`config.mk`:
```
export PLATFORM = sky130hd
export DESIGN_NAME = multicycle_control
export DESIGN_NICKNAME = d
export VERILOG_FILES = /design/src/rtl/multicycle_control.sv
export SDC_FILE = /design/constraint.sdc
export NUM_CORES = 1
export LEC_CHECK = 0
export CAP_MARGIN = 25
export CORE_MARGIN = 3
export CORE_UTILIZATION = 30
export DETAILED_ROUTE_END_ITERATION = 10
export SETUP_SLACK_MARGIN = 0.02
export SYNTH_ARGS = -nofsm -noshare
export SYNTH_HDL_FRONTEND = slang
export SYNTH_SLANG_ARGS = --single-unit
export TNS_END_PERCENT = 5
```
`constraint.sdc`:
```
create_clock -name clk -period 1.73 [get_ports clk]
set_input_delay 0.2595 -clock clk [delete_from_list [all_inputs] [get_ports clk]]
set_output_delay 0.2595 -clock clk [all_outputs]
set_load 0.02 [all_outputs]
```
`src/rtl/multicycle_control.sv`:
```
// Multi-cycle main control FSM for the RISC-V datapath.
// This module sequences each instruction through FETCH, DECODE, EXEC, MEM and WB.
// Per-state datapath strobes are decoded from the registered state and the latched opcode.
// FETCH and MEM wait on a memory ready handshake.
// That wait is bounded: if memory never answers, the FSM raises MemFault and refetches.
module multicycle_control #(
  parameter int ALUOP_W       = 3,
  parameter bit MEM_HANDSHAKE = 1'b1,
  parameter int TIMEOUT       = 15
) (
  input  logic               clk,
  input  logic               rst_n,
  input  logic [6:0]         instruction,
  input  logic               mem_ready,
  output logic               PCWrite,
  output logic               Branch,
  output logic               IRWrite,
  output logic               IorD,
  output logic               MemRead,
  output logic               MemWrite,
  output logic               MemtoReg,
  output logic               ALUSrcA,
  output logic [1:0]         ALUSrcB,
  output logic [ALUOP_W-1:0] ALUOp,
  output logic               RegWrite,
  output logic               Illegal,
  output logic               MemFault,
  output logic [2:0]         state_o
);

  localparam int CNT_W = $clog2(TIMEOUT + 1);

  localparam logic [6:0] OP_LOAD   = 7'b0000011;
  localparam logic [6:0] OP_STORE  = 7'b0100011;
  localparam logic [6:0] OP_RTYPE  = 7'b0110011;
  localparam logic [6:0] OP_ITYPE  = 7'b0010011;
  localparam logic [6:0] OP_BRANCH = 7'b1100011;

  typedef enum logic [2:0] {
    IDLE   = 3'd0,
    FETCH  = 3'd1,
    DECODE = 3'd2,
    EXEC   = 3'd3,
    MEM    = 3'd4,
    WB     = 3'd5
  } state_t;

  state_t           state_reg, state_next;
  logic [6:0]       op_reg, op_next;
  logic [CNT_W-1:0] cnt_reg, cnt_next;
  logic [2:0]       aluop3;

  logic mem_wait_state;
  logic done;
  logic timeout_hit;

  function automatic logic op_supported(input logic [6:0] op);
    return (op == OP_LOAD) || (op == OP_STORE) || (op == OP_RTYPE) ||
           (op == OP_ITYPE) || (op == OP_BRANCH);
  endfunction

  // Memory-wait qualifiers.
  // Without the handshake, every access completes in its first cycle.
  // In that case the timeout can never trigger.
  assign mem_wait_state = (state_reg == FETCH) || (state_reg == MEM);
  assign done           = !MEM_HANDSHAKE || mem_ready;
  assign timeout_hit    = MEM_HANDSHAKE && mem_wait_state && !mem_ready &&
                          (cnt_reg == CNT_W'(TIMEOUT));

  // State, latched opcode and wait counter registers (async active-low reset).
  always_ff @(posedge clk or negedge rst_n) begin
    if (!rst_n) begin
      state_reg <= IDLE;
      op_reg    <= 7'd0;
      cnt_reg   <= '0;
    end else begin
      state_reg <= state_next;
      op_reg    <= op_next;
      cnt_reg   <= cnt_next;
    end
  end

  // Wait counter.
  // It counts only while FETCH/MEM stalls in place.
  // Any state change, or a timeout re-entry into FETCH, clears it.
  always_comb begin
    cnt_next = '0;
    if (mem_wait_state && (state_next == state_reg) && !timeout_hit)
      cnt_next = cnt_reg + CNT_W'(1);
  end

  // Next-state logic and Moore strobe decode.
  // The completion/timeout gating is applied on top of the Moore decode.
  always_comb begin
    state_next = state_reg;
    op_next    = op_reg;
    PCWrite    = 1'b0;
    Branch     = 1'b0;
    IRWrite    = 1'b0;
    IorD       = 1'b0;
    MemRead    = 1'b0;
    MemWrite   = 1'b0;
    MemtoReg   = 1'b0;
    ALUSrcA    = 1'b0;
    ALUSrcB    = 2'b00;
    aluop3     = 3'b000;
    RegWrite   = 1'b0;
    Illegal    = 1'b0;
    MemFault   = 1'b0;

    unique case (state_reg)
      IDLE: begin
        state_next = FETCH;
      end

      FETCH: begin
        if (timeout_hit) begin
          // Memory never answered: drop every strobe and restart the fetch.
          MemFault   = 1'b1;
          state_next = FETCH;
        end else begin
          MemRead = 1'b1;
          ALUSrcB = 2'b01;
          if (done) begin
            PCWrite    = 1'b1;
            IRWrite    = 1'b1;
            state_next = DECODE;
          end
        end
      end

      DECODE: begin
        // The ALU precomputes the branch target while the opcode is latched.
        ALUSrcB = 2'b10;
        op_next = instruction;
        if (op_supported(instruction)) begin
          state_next = EXEC;
        end else begin
          Illegal    = 1'b1;
          state_next = FETCH;
        end
      end

      EXEC: begin
        ALUSrcA    = 1'b1;
        state_next = FETCH;
        unique case (op_reg)
          OP_LOAD, OP_STORE: begin
            ALUSrcB    = 2'b10;
            state_next = MEM;
          end
          OP_RTYPE: begin
            ALUSrcB    = 2'b00;
            aluop3     = 3'b010;
            state_next = WB;
          end
          OP_ITYPE: begin
            ALUSrcB    = 2'b10;
            aluop3     = 3'b011;
            state_next = WB;
          end
          OP_BRANCH: begin
            ALUSrcB = 2'b00;
            aluop3  = 3'b001;
            Branch  = 1'b1;
          end
          default: begin
            ALUSrcA = 1'b0;
          end
        endcase
      end

      MEM: begin
        if (timeout_hit) begin
          MemFault   = 1'b1;
          state_next = FETCH;
        end else begin
          // Strobes hold until the memory completes the access.
          IorD     = 1'b1;
          MemRead  = (op_reg == OP_LOAD);
          MemWrite = (op_reg == OP_STORE);
          if (done)
            state_next = (op_reg == OP_LOAD) ? WB : FETCH;
        end
      end

      WB: begin
        RegWrite   = 1'b1;
        MemtoReg   = (op_reg == OP_LOAD);
        state_next = FETCH;
      end

      default: begin
        state_next = IDLE;
      end
    endcase
  end

  // ALUOp is zero-extended from the 3-bit operation code.
  always_comb begin
    ALUOp       = '0;
    ALUOp[2:0]  = aluop3;
  end

  assign state_o = state_reg;

endmodule

```
Word-level counts from Yosys, hierarchy flattened
Cells that the tools add are included.

storage, ports and cells
  flip-flop bits (word level) = 14
  latch bits = 0
  memory bits (writable) = 0
  ROM bits = 0
  bits of input ports = 10
  logic and storage cells = 72
  memories kept = 0

cells by class
  add/subtract/negate cells = 1
  multipliers = 0
  div/mod/pow operators = 0
  magnitude comparators = 0
  equality and inequality tests = 17
  shift-type cells = 0
  multiplexer cells = 33
  bitwise logic cells = 0
  reduce and logical (&&, ||, !) cells = 18

operators by type and width
  cell                 number
  $eq 7x6->1 const B   4
  $mux 1               19
  $mux 3               5
  $pmux 3 s5           1
  $eq 7x2->1 const B   2
  $eq 7x5->1 const B   2
  $eq 7x7->1 const B   2
  $pmux 2 s3           2
  $reduce_or 2->1      4
  $eq 3x2->1 const B   2
  $eq 3x3->1 const B   2
  $mux 2               3
  $pmux 3 s2           1
  $logic_or 1x1->1     5
  $reduce_or 5->1      1
  $add 4x1->4 const B  1
  $eq 4x4->1 const B   1
  $logic_and 1x1->1    4
  $mux 4               1
  $eq 3x1->1 const B   1
  $eq 3x3->1           1
  $logic_not 3->1      1
  $reduce_or 3->1      1
  $logic_not 1->1      2
  $pmux 1 s2           1

Longest topological paths before layout
Gate-level depths: netlist (run 1).

  depth after elaboration = 11
  depth in mapped cells = 5
  gate-level depth less buffers = 4

Worst setup path after synthesis (run 1)
Ideal clock, no wire load.

  kind = reg-to-output
  from = reg state_reg[2], in the netlist state_o[2]
  to = out PCWrite
  arrival = 1681 ps
  data required time = 1470 ps
  slack = -210 ps
  stages on the path, launching flop included = 4
  cells stage by stage = dfrtp_1 > nand2b_4 > nor3b_1 > buf_4

between the ends
  longest elaborated chain between the ends = 6

ends and longest elaborated chain
  element                                   RTL line  RTL
  start, declared                           48        state_t state_reg, state_next;
  start signal, assigned                    77        state_reg <= state_next;
  $eq 3x1->1 or $eq 3x3->1 (tied branches)  --
  $logic_or 1x1->1                          65        assign mem_wait_state = (state_reg == FETCH) || (state_reg == MEM);
  $logic_and 1x1->1 (2 in series)           67        assign timeout_hit = MEM_HANDSHAKE && mem_wait_state && !mem_ready &&
  $mux 1                                    --
  $mux 1 *                                  --
  end, declared                             15        output logic PCWrite,

Every way passes the cells marked *; elsewhere a longest branch is shown, timed or not.

Worst setup path in the final report (run 1)
  from = reg cnt_reg[1]
  to = out MemWrite

between the ends
  longest elaborated chain between the ends = 4

ends and longest elaborated chain
  element                 RTL line  RTL
  start, declared         50        logic [CNT_W-1:0] cnt_reg, cnt_next;
  start signal, assigned  79        cnt_reg <= cnt_next;
  $eq 4x4->1              68        (cnt_reg == CNT_W'(TIMEOUT));
  $logic_and 1x1->1       67
  $mux 1                  174       if (timeout_hit) begin
  $mux 1                  111       unique case (state_reg)
  end, declared           20        output logic MemWrite,

No other way between the ends.

==> out/metrics.csv, run 1 <==
metric;value;unit
asr flop ratio synth;100;%
maximum clock rate;556;MHz
largest net degree at the start of global routing;15;
# IOs;29;
worst path required time;1470;ps
WP data arrival;1540;ps
layout cell share with drive strength beyond 1;60.0;%
Fin Clk Skew;6.82;ps
Num Clock Sinks;14;
detailed-placement wirelength estimate;1720;um
Synth Area per Inst;11.0;um^2
post-layout util;58.4;%
outcome;complete, but fails checks;
Mapped Cells;80;
H-tree levels;1;
slowest CP cell;dfrtp_1;
HP Start;instruction[4];
dpl cells;164;
initial core utilization;33.3;%
Vias/cell;4.78;
Min Clock Period, post-route;1800;ps
CP Launch Point;cnt_reg[1];
antenna diode count;0;
Slew Viols, Final;0;
die area;3610;um^2
total grt overflow;0;
antenna violations before repair;0;
final-report hold violation count;0;
drt first pass iters;5;
most frequent cell after synthesis;dfrtp_1;
Mapped Area;878;um^2
Netlist cell types;37;
CTS buffer count;3;
pwr/cell area;1100;nW/um^2
vias in the first global route;785;
Nets;152;
final worst-path cycle share;104;%
Worst-Margin Slew;501;ps
CP delay by family, top;simple AND/OR/NAND/NOR gates;
total wire length;2160;um
WL per Instance;12.7;um
RR Startpoint;op_reg[2];
Top FF cell, synth;dfrtp_1;
Worst-path clk slew;80;ps
synthesized flop and latch total;14;
final cell count without fillers;170;
footprint of the multi-input gates;592;um^2
Pleak;0.765;nW
Net Count, Synth;91;
# fillers;240;
DRC viols;0;
port bufs;27;
Place WS;-504;ps
synth cell count leaders;dfrtp_1, mux2_4, nor2_1, nand2_1;
chip width;60.1;um
area share of the largest cell type after synthesis;39.9;%
setup TNS;-221;ps
max_slew headroom;66.3;%
EDFF count, synth;0;
failing checks;setup timing;
CTS tree;done;
post-route ant nets;0;
CORE AREA;2640;um^2
num rows;18;
critical path class;flip-flop to primary output;
crit path cell chain;ha_2, and4b_1, nor3_4, and3_1, buf_4;
Clock Latency Late Sink;270;ps
CTS max path bufs;2;
gr usage total;12.6;%
Yosys warning total;0;
Hold WC Path Type;primary input to flip-flop;
first-pass GRT wire length;3420;um
maxcap violations;0;
CP Launch Type;flip-flop;
Design Power;1.69;mW
VDD IR max;0.000657;V
Area contributors post-synth;dfrtp_1, mux2_4, buf_6;
via count;812;
RSZ-0062 raised after global routing;true;
CP peak stage delay;390;ps
Max FO, Critical Path;3;
Storage cell area;354;um^2
sequential area share after synthesis;39.9;%
Vert. Die Dim;60.1;um
Setup WS post-layout;-67.3;ps
Setup Viol. Count Final;6;
synthesis-to-layout area growth;75.1;%
CP endpoint kind;primary output;
Iter 0 DRT Violations;14;
Largest register FFs;7;
GP Congestion;0.732;
cell taking the most area after synthesis;dfrtp_1;
Worst Path Buf+Inv;1;
CTS root buf;clkbuf_4;
## per-layer routing
layer	vias to the layer above	track usage, %	part of all wire, %
met5	-	0	0
met4	0	5.70	0.65
met3	2	1.94	4.9
met2	24	21.1	51
met1	381	15.8	43
li1	405	-	-
## where the power goes
part | internal, mW | leakage, nW | switching (mW)
registers | 0.432 | 0.171 | 0.118
clock network | 0.128 | 0.0210 | 0.0991
logic | 0.564 | 0.572 | 0.350
total | 1.12 | 0.765 | 0.567
## stage by stage
stage / instance area (um^2) / hold slack [ps]
2_1_floorplan: 883 / -36.1
3_3_place_gp: 1390 / 500
3_5_place_dp: 1390 / 509
4_1_cts: 1450 / 277
5_1_grt: 1540 / 270
6_report: 1540 / 260
## final cells by class
class                   instances  share of cell area (%)
repair buffers                 62                    33.4
multi-input cells              59                    38.5
flip-flops and latches         14                    23.0
well taps                      30                    2.44
clock buffers                   4                    2.36
inverters                       1                   0.244
## worst register-to-register path, cell delays in order, from the launching register on
cell and delay (ps):
dfrtp_1 380, nand4bb_4 280, buf_4 170, buf_4 130, nor4_1 440, nor3_1 90
## cell families (layout without fill, tap and decap cells)
| logic type | Yosys count | in the layout | share of synthesized area, % |
|---|---|---|---|
| and+or+nand+nor | 38 | 38 | 29.2 |
| DFF | 14 | 14 | 39.9 |
| AOI/OAI and AO/OA | 10 | 10 | 8.69 |
| muxes | 7 | 7 | 12.0 |
| buffers and inverters | 7 | 67 | 6.41 |
| xor gates and xnor gates | 2 | 2 | 1.99 |
| adders and majority gates | 1 | 1 | 1.42 |
| other | 1 | 1 | 0.427 |
## worst paths after layout
| path | end | slack (ps) | cells past startpoint |
|---|---|---|---|
| worst min-delay path | op_reg[4] | 260 | 2 |
| min in group asynchronous | op_reg[0] | 280 | 2 |
| worst max-delay path | MemWrite | -70 | 5 |
| worst min register to register | cnt_reg[0] | 530 | 2 |
| worst max register to register | state_o[0] | 120 | 5 |
| max in group asynchronous | state_o[1] | 1270 | 2 |
## cell usage in the layout, fill, tap and decap left out, types with 2 or more instances in the layout
master           Yosys  routed
nor2b_1              3       2
nand2_1              4       3
nand3_1              2       2
dfrtp_1             14      11
dfrtp_2              0       3
dlymetal6s2s_1       0       5
clkdlybuf4s50_1      0       5
nor2_1               7       5
buf_6                3       4
nand2b_4             2       3
and2_1               2       2
and3_1               3       3
buf_2                0       2
nand4bb_4            0       2
mux2_4               7       7
nor2b_2              1       2
a21o_1               2       2
buf_4                2      45
clkbuf_4             0       3
## what timing repair did
action                                  4_1_cts  5_1_grt
gates resized for setup                      74       31
endpoints found under the setup margin       17       15
hold buffers                                  0        0
pin swaps                                     6        5
setup buffers                                 0        2
No activity file was read; power rests on OpenSTA's default activity.
==> run 2, diff against run 1 <==
--- a/config.mk
+++ b/config.mk
@@ -5,8 +5,9 @@
 export SDC_FILE = /design/constraint.sdc
 export NUM_CORES = 1
 export LEC_CHECK = 0
+export ABC_AREA = 1
 export CAP_MARGIN = 25
-export CORE_MARGIN = 3
+export CORE_MARGIN = 2
 export CORE_UTILIZATION = 30
 export DETAILED_ROUTE_END_ITERATION = 10
 export SETUP_SLACK_MARGIN = 0.02
==> out/metrics.csv, run 2 <==
metric;value;unit;change
CORE AREA;2810;um^2;was 2640 um^2
WP data arrival;1430;ps;was 1540 ps
WL per Instance;10.5;um;was 12.7 um
VDD IR max;0.000661;V;was 0.000657 V
Design Power;1.88;mW;was 1.69 mW
Mapped Cells;124;;was 80
CTS root buf;clkbuf_4;;unchanged
final worst-path cycle share;97.6;%;was 104%
flop-to-flop setup slack;250;ps;was 120 ps
synth cell count leaders;nand2_1, inv_1, dfrtp_1, nor2_1, o21ai_0;;was dfrtp_1, mux2_4, nor2_1, nand2_1
Fin Clk Skew;1.44;ps;was 6.82 ps
drt first pass iters;8;;was 5
Net Count, Synth;135;;was 91
CTS max path bufs;2;;unchanged
Nets;202;;was 152
most common cell after layout, fill and taps aside;buf_4;;unchanged
total grt overflow;0;;unchanged
post-layout util;53.2;%;was 58.4%
setup TNS;0;ps;was -221 ps
num rows;19;;was 18
cell taking the most area after synthesis;dfrtp_1;;unchanged
port bufs;27;;unchanged
Place WS;-334;ps;was -504 ps
dpl cells;217;;was 164
RSZ-0062 raised after global routing;true;;unchanged
synthesis-to-layout area growth;64.9;%;was 75.1%
CTS buffer count;3;;unchanged
final-report hold violation count;0;;unchanged
layout cell share with drive strength beyond 1;47.1;%;was 60.0%
Final Cell Area;1490;um^2;was 1540 um^2
CTS tree;done;;unchanged
post-route ant nets;0;;unchanged
most frequent cell after synthesis;nand2_1;;was dfrtp_1
Setup Viol. Count Final;0;;was 6
pwr/cell area;1260;nW/um^2;was 1100 nW/um^2
sequential area share after synthesis;38.7;%;was 39.9%
Min Hold Slack;293;ps;was 260 ps
Num Clock Sinks;14;;unchanged
die area;3470;um^2;was 3610 um^2
synthesized flop and latch total;14;;unchanged
Vert. Die Dim;58.9;um;was 60.1 um
maximum clock rate;592;MHz;was 556 MHz
CP Launch Type;flip-flop;;unchanged
initial core utilization;32.2;%;was 33.3%
commonest cells after routing, fill and taps aside;buf_4, nand2_1, inv_1, dfrtp_1, clkdlybuf4s50_1;;was buf_4, dfrtp_1, mux2_4
area share of the largest cell type after synthesis;38.7;%;was 39.9%
Synth Area per Inst;7.30;um^2;was 11.0 um^2
critical path class;flip-flop to primary output;;unchanged
outcome;complete, but fails checks;;unchanged
GP Congestion;0.771;;was 0.732
gr usage total;14.4;%;was 12.6%
via count;1010;;was 812
Post-CTS Setup Bufs;0;;unchanged
largest net degree at the start of global routing;15;;unchanged
Setup WS post-layout;42.2;ps;was -67.3 ps
Hold WC Path Type;primary input to asynchronous set/reset pin;;was primary input to flip-flop
Worst-path clk slew;70;ps;was 80 ps
worst path required time;1470;ps;about the same
Yosys warning total;0;;unchanged
Iter 0 DRT Violations;18;;was 14
H-tree levels;1;;unchanged
antenna violations before repair;0;;unchanged
first-pass GRT wire length;3910;um;was 3420 um
# IOs;29;;unchanged
Vias/cell;4.59;;was 4.78
DRC viols;3;;was 0
Min Clock Period, post-route;1690;ps;was 1800 ps
Netlist cell types;26;;was 37
DP Area;1470;um^2;was 1390 um^2
asr flop ratio synth;100;%;unchanged
total wire length;2310;um;was 2160 um
EDFF count, synth;0;;unchanged
vias in the first global route;960;;was 785
failing checks;DRC;;was setup timing
maxcap violations;0;;unchanged
Mapped Area;905;um^2;was 878 um^2
Area contributors post-synth;dfrtp_1, nand2_1, inv_1;;was dfrtp_1, mux2_4, buf_6
Top FF cell, synth;dfrtp_1;;unchanged
CP endpoint kind;primary output;;unchanged
detailed-placement wirelength estimate;1920;um;was 1720 um
Largest register FFs;7;;unchanged
Pleak;0.793;nW;was 0.765 nW
# fillers;275;;was 240
Clock Latency Late Sink;270;ps;about the same
final cell count without fillers;220;;was 170
Slew Viols, Final;0;;unchanged
chip width;58.9;um;was 60.1 um
Max FO, Critical Path;3;;unchanged
antenna diode count;0;;unchanged
run 2: cell count changes after synthesis, sizes merged, moves of 3 or more:
cell	change
nor2b	-5
nand3	+7
and3	-3
nand2	+30
inv	+20
nand4	+5
mux2	-7
nand2b	-3
nor3	-3
o21ai	+7
nor2	+11
run 2: cell type report:
class	count	area (um^2)	share of cell area [%]
clock buffers	3	22.5	1.51
multi-input cells	84	473	31.7
inverters	23	91.3	6.12
repair buffers	65	513	34.4
well taps	31	38.8	2.60
flip-flops and latches	14	353	23.7
run 2: path summary, 6_finish.rpt:
kind                            depth (start not counted)        from         end
worst max-delay path                                    6   op_reg[3]  ALUSrcB[1]
worst min-delay path                                    2       rst_n   op_reg[3]
worst max register to register                         11  cnt_reg[1]  cnt_reg[2]
worst min register to register                          2   op_reg[0]   op_reg[0]
max in group asynchronous                               2       rst_n  state_o[1]
min in group clk                                        2   op_reg[0]   op_reg[0]
run 2: critical path: stages (launching register included):
cell and delay (ps):
dfrtp_1 390, nor2_2 140, nand2_2 90, inv_2 70, nand4_1 110, a31oi_1 180
buf_4 170
run 2: cells by family (layout without fill, tap and decap cells):
kind of cell             after synthesis  count (layout)  share of synthesized area, %
flip-flops                            14              14                          38.7
XOR/XNOR                               2               2                          1.94
adder cells (fa/ha/maj)                1               1                          1.38
buffers and inverters                 26              91                          13.0
other                                  1               1                         0.415
AO/OA/AOI/OAI                         12              12                          7.61
AND/OR/NAND/NOR                       68              68                          36.9
run 2: power by group:
| part | internal (mW) | switching (mW) | leakage, nW |
|---|---|---|---|
| combinational | 0.569 | 0.605 | 0.604 |
| clock | 0.0804 | 0.0914 | 0.0138 |
| sequential | 0.448 | 0.0883 | 0.176 |
run 2: timing repair:
| item | in CTS | in global routing |
|---|---|---|
| pin swaps | 0 | 1 |
| hold buffers | 0 | 0 |
| gates cloned | 0 | 0 |
| endpoints found under the setup margin | 18 | 13 |
| gates resized for setup | 69 | 21 |
run 2: metal layers:
layer  track usage, %  part of all wire [%]  up-vias
met5                0                     0        -
li1                 -                     -      521
met3             1.76                   4.3        2
met2             24.4                    51       15
met4             5.84                  0.69        0
met1             18.4                    44      472
==> patch 1 (settings of run 1) <==
Change the parameter `TIMEOUT` from 15 to 16.
--- a/src/rtl/multicycle_control.sv
+++ b/src/rtl/multicycle_control.sv
@@ -7,5 +7,5 @@
   parameter int ALUOP_W       = 3,
   parameter bit MEM_HANDSHAKE = 1'b1,
-  parameter int TIMEOUT       = 15
+  parameter int TIMEOUT       = 16
 ) (
   input  logic               clk,
Behaviour: same outputs for any inputs over 10 cycles, from zero or initial values and one cycle with rst_n low; that may be too few to reach the edited logic, so the function may still have changed.
==> patch 1 against run 1 <==
- wire length increased by 10%
- die area increased by 5.5%
- cell count grew 9.4%
- the run still ends with negative setup slack left
- worst setup slack worse by 0.19 ns
- critical path type unchanged
- total power grew 13%
- synthesized cell count up 16%
- design area grew 0.81%
- fmax fell by 9.7%
- area after synthesis up 6.1%
- highest routed layer unchanged
- sequential cell count rose by 1
- largest cell class unchanged
- sequential power grew 11%
==> patch 1: results <==
group,metric,value,unit
power_and_ir_drop,p_sw,0.000740,W
place,hpwl,1760,um
synth,syn_area_per_cell,10.0,um2
run_status,outcome,"finished, violations left",
final_layout,drive_above_1_share,0.542,
final_layout,fin_cells,186,
detailed_routing,route.met2.wl,1200,um
worst_setup_path,r2r-start,"state_o[1]",
timing,timing.hold.ws,0.277,ns
global_routing,grt_pass1_wl,3860,um
worst_setup_path,rrSetupSlack,0.27,ns
clocking,clkLatencyLatePin,0.29,ns
detailed_routing,routedLengthMet1,1040,um
place,dp_slack,-0.484,ns
power_and_ir_drop,vdd_drop_max,0.000725,V
place,place_area,0.00145,mm2
timing,finalSetupViolations,8,
worst_setup_path,cp.arrival,1.73,ns
worst_hold_path,hp-class,"primary input to async pin",
worst_setup_path,crit_path_start,"cnt_reg[0]",
detailed_routing,drt_pass1_iterations,4,
run_status,violations,"negative setup slack",
synth,synthesis.nets,105,
detailed_routing,wl_met3,128,um
detailed_routing,drt_iter0_markers,10,
global_routing,track_usage,0.138,
detailed_routing,via_per_inst,4.94,
final_layout,finalNetCount,168,
timing,setup_slack,-0.260,ns
synth,yosysSeqAreaShare,0.403,
detailed_routing,wl_per_cell,12.8,um
floorplanning,die_area,0.00381,mm2
worst_setup_path,path_max_fanout,3,
place,gp_congestion,0.744,
synth,synth.distinct_cells,40,
global_routing,grt_max_degree,16,
place,dp.cells,175,
clocking,clkTransAtPathRegs,0.10,ns
synth,ys_top_cells_by_count,"dfrtp_1 (15), nor2_1 (9), mux2_2 (7)",
synth,synth_area_leaders,"dfrtp_1 (40%), mux2_2 (8.5%), nor2_1 (3.6%)",
power_and_ir_drop,p_leak,0.722,nW
timing,clock_skew,0.00353,ns
global_routing,grt_pass1_vias,910,
patch 1: changes by cell type after synthesis, moves of 2 or more:
cell,run 1,this run
mux2_2,0,7
inv_1,1,4
nand3b_1,0,2
nor2b_1,3,1
nand2b_1,1,3
nor2_1,7,9
and3_1,3,1
and3b_1,1,3
buf_4,2,4
and2_1,2,0
buf_6,3,0
mux2_4,7,0
patch 1: logic make-up after synthesis:
family	after synthesis	synth area share
other cells	1	0.00402
simple gates	39	0.271
flops	15	0.403
mux	7	0.0846
fa+ha+maj	2	0.0268
buf+inv	11	0.0617
compound gates	14	0.111
xor+xnor	4	0.0376
patch 1: power groups by stage:
stage	Combinational (W)	Clock, W	Sequential, W
finish	0.00109	0.000206	0.000613
global placement	0.00102	0	0.000589
CTS	0.00104	0.000213	0.000609
global route	0.00117	0.000225	0.000634
detailed placement	0.00103	0	0.000597
floorplan	0.000556	0	0.000574
patch 1: area by class of cell:
class                           count  area, um2
Sequential cell                    15        379
Inverter                            4       15.0
Timing Repair Buffer               65        524
Clock inverter                      1       5.00
Multi-Input combinational cell     67        566
Fill cell                         266       1300
Tap cell                           31       38.8
Clock buffer                        3       22.5
patch 1: worst paths after layout:
| path | depth (start not counted) | end |
|---|---|---|
| min reg2reg | 1 | op_reg[3] |
| min in group clk | 1 | op_reg[3] |
| max reg2reg | 4 | op_reg[0] |
| max in group asynchronous | 2 | state_o[2] |
| max | 7 | MemRead |
| min | 2 | state_o[1] |
patch 1: repair_timing:
action | in CTS | in global routing
setup endpoints to repair | 18 | 16
resized for setup | 74 | 17
pin swaps | 4 | 2
setup buffers | 5 | 2
patch 1: stage by stage:
| stage | TNS (ns) | utilization |
|---|---|---|
| after floorplan | 0 | - |
| after global placement | -3.89 | 0.507 |
| after detailed placement | -3.92 | 0.507 |
| after CTS | -1.39 | 0.525 |
| after global routing | -2.24 | 0.543 |
| final | -1.28 | 0.543 |
patch 1: critical path: cells and delay by family (launching register included):
kind	cells	cell delay, ns
buf+inv	3	0.40
simple gates	1	0.15
flops	1	0.39
compound gates	2	0.34
fa+ha+maj	1	0.17
patch 1: per-layer routing:
layer,up-vias,track usage
li1,456,-
met1,436,0.161
met2,24,0.239
met3,2,0.0310
met4,0,0.0636
met5,-,0
==> patch 2 (settings of run 1) <==
Made on the original files. `op_reg` no longer has a reset.
--- a/src/rtl/multicycle_control.sv
+++ b/src/rtl/multicycle_control.sv
@@ -72,11 +72,13 @@
     if (!rst_n) begin
       state_reg <= IDLE;
-      op_reg    <= 7'd0;
       cnt_reg   <= '0;
     end else begin
       state_reg <= state_next;
-      op_reg    <= op_next;
       cnt_reg   <= cnt_next;
     end
+  end
+
+  always_ff @(posedge clk) begin
+    op_reg <= op_next;
   end
 
Behaviour: same outputs for any inputs over 10 cycles, from zero or initial values and one cycle with rst_n low; that may be too few to reach the edited logic, so the function may still have changed.
==> patch 2 against run 1 <==
- the run still ends with negative setup slack left
- design area shrank 14%
- worst setup slack worse by 0.039 ns
- critical path type unchanged
- global-route usage decreased by 2.7 points
- count of clock-buffer cells in the layout shrank 1
- sequential cell count stayed put
- sequential share of layout area grew 6.4 points
- largest cell class unchanged
- area after synthesis down 6.1%
- wire length decreased by 22%
- register-to-register slack better by 0.21 ns
Power is not compared: it rests on default switching activity, and its combinational part moved more than twofold at a synthesized area within 25%.
==> patch 2: results <==
group,metric,value,unit
synth,synth_area_leaders,"edfxtp_1 (25%), dfrtp_1 (21%), nand4bb_4 (3.3%)",
detailed_routing,drt_iter0_markers,17,
power_and_ir_drop,power,0.000793,W
timing,tns,-0.410,ns
detailed_routing,via_per_inst,4.63,
global_routing,grt_max_degree,10,
place,gp_congestion,0.765,
final_layout,num-fill-cells,233,
synth,synthesis.nets,76,
worst_setup_path,cp.arrival,1.58,ns
run_status,violations,"negative setup slack",
timing,timing.hold.ws,0.243,ns
global_routing,grt_pass1_vias,618,
clocking,cts_buffer_depth,2,
timing,setup_slack,-0.106,ns
synth,ys_top_cells_by_count,"dfrtp_1 (7), edfxtp_1 (7), nor2_1 (4)",
final_layout,drive_above_1_share,0.496,
place,dp.cells,140,
run_status,outcome,"finished, violations left",
place,hpwl,1390,um
place,dp_slack,-0.505,ns
synth,async_flop_share,0.500,
detailed_routing,routed_wl,1680,um
clocking,clkLatencyLatePin,0.26,ns
final_layout,finalNetCount,127,
synth,yosysSeqAreaShare,0.467,
worst_hold_path,hp-class,"primary input to async pin",
place,place_area,0.00129,mm2
timing,finalSetupViolations,8,
synth,synthCells,65,
global_routing,track_usage,0.0994,
synth,synth_edf_count,7,
worst_setup_path,path_max_fanout,4,
detailed_routing,drt_pass1_iterations,2,
worst_setup_path,rrSetupSlack,0.33,ns
synth,synth.distinct_cells,38,
detailed_routing,vias,671,
final_layout,multiInputGateArea,440,um2
timing,clock_skew,0.000802,ns
patch 2: cell count changes after synthesis, moves of 3 or more:
cell      change
edfxtp_1      +7
dfrtp_1       -7
nor2_1        -3
mux2_4        -7
nor2b_1       -3
patch 2: final timing paths:
path / startpoint / to / cells past startpoint
worst max-delay path: cnt_reg[1] / MemRead / 5
worst min-delay path: rst_n / cnt_reg[2] / 1
worst max register to register: cnt_reg[0] / state_o[0] / 5
worst min register to register: cnt_reg[0] / cnt_reg[0] / 2
max in group asynchronous: rst_n / state_o[1] / 1
min in group clk: cnt_reg[0] / cnt_reg[0] / 2
patch 2: logic make-up (layout without fill, tap and decap cells):
| kind of cell | count (synthesis) | count (layout) | synth area share |
|---|---|---|---|
| AO/OA/AOI/OAI | 10 | 10 | 0.115 |
| XOR/XNOR | 3 | 3 | 0.0319 |
| AND/OR/NAND/NOR | 30 | 30 | 0.320 |
| buffers and inverters | 6 | 56 | 0.0455 |
| flip-flops | 14 | 14 | 0.467 |
| other | 1 | 1 | 0.00455 |
| adder cells (fa/ha/maj) | 1 | 1 | 0.0152 |
patch 2: layer usage:
metal  up-vias  part of all wire  GRT usage
li1        344                 -          -
met2        17              0.48      0.155
met3         2             0.061     0.0154
met1       308              0.45      0.138
met4         0            0.0077     0.0397
met5         -                 0          0
patch 2: final cells by class:
class | count | area share
repair buffers | 49 | 0.315
clock buffers | 3 | 0.0171
multi-input cells | 45 | 0.334
well taps | 30 | 0.0285
flip-flops and latches | 14 | 0.294
clock inverters | 1 | 0.00285
inverters | 3 | 0.00854
patch 2: repair_timing:
action                                  4_1_cts  5_1_grt
gates resized for setup                      72        5
pin swaps                                    11        1
setup buffers                                 0        1
endpoints found under the setup margin       17       14
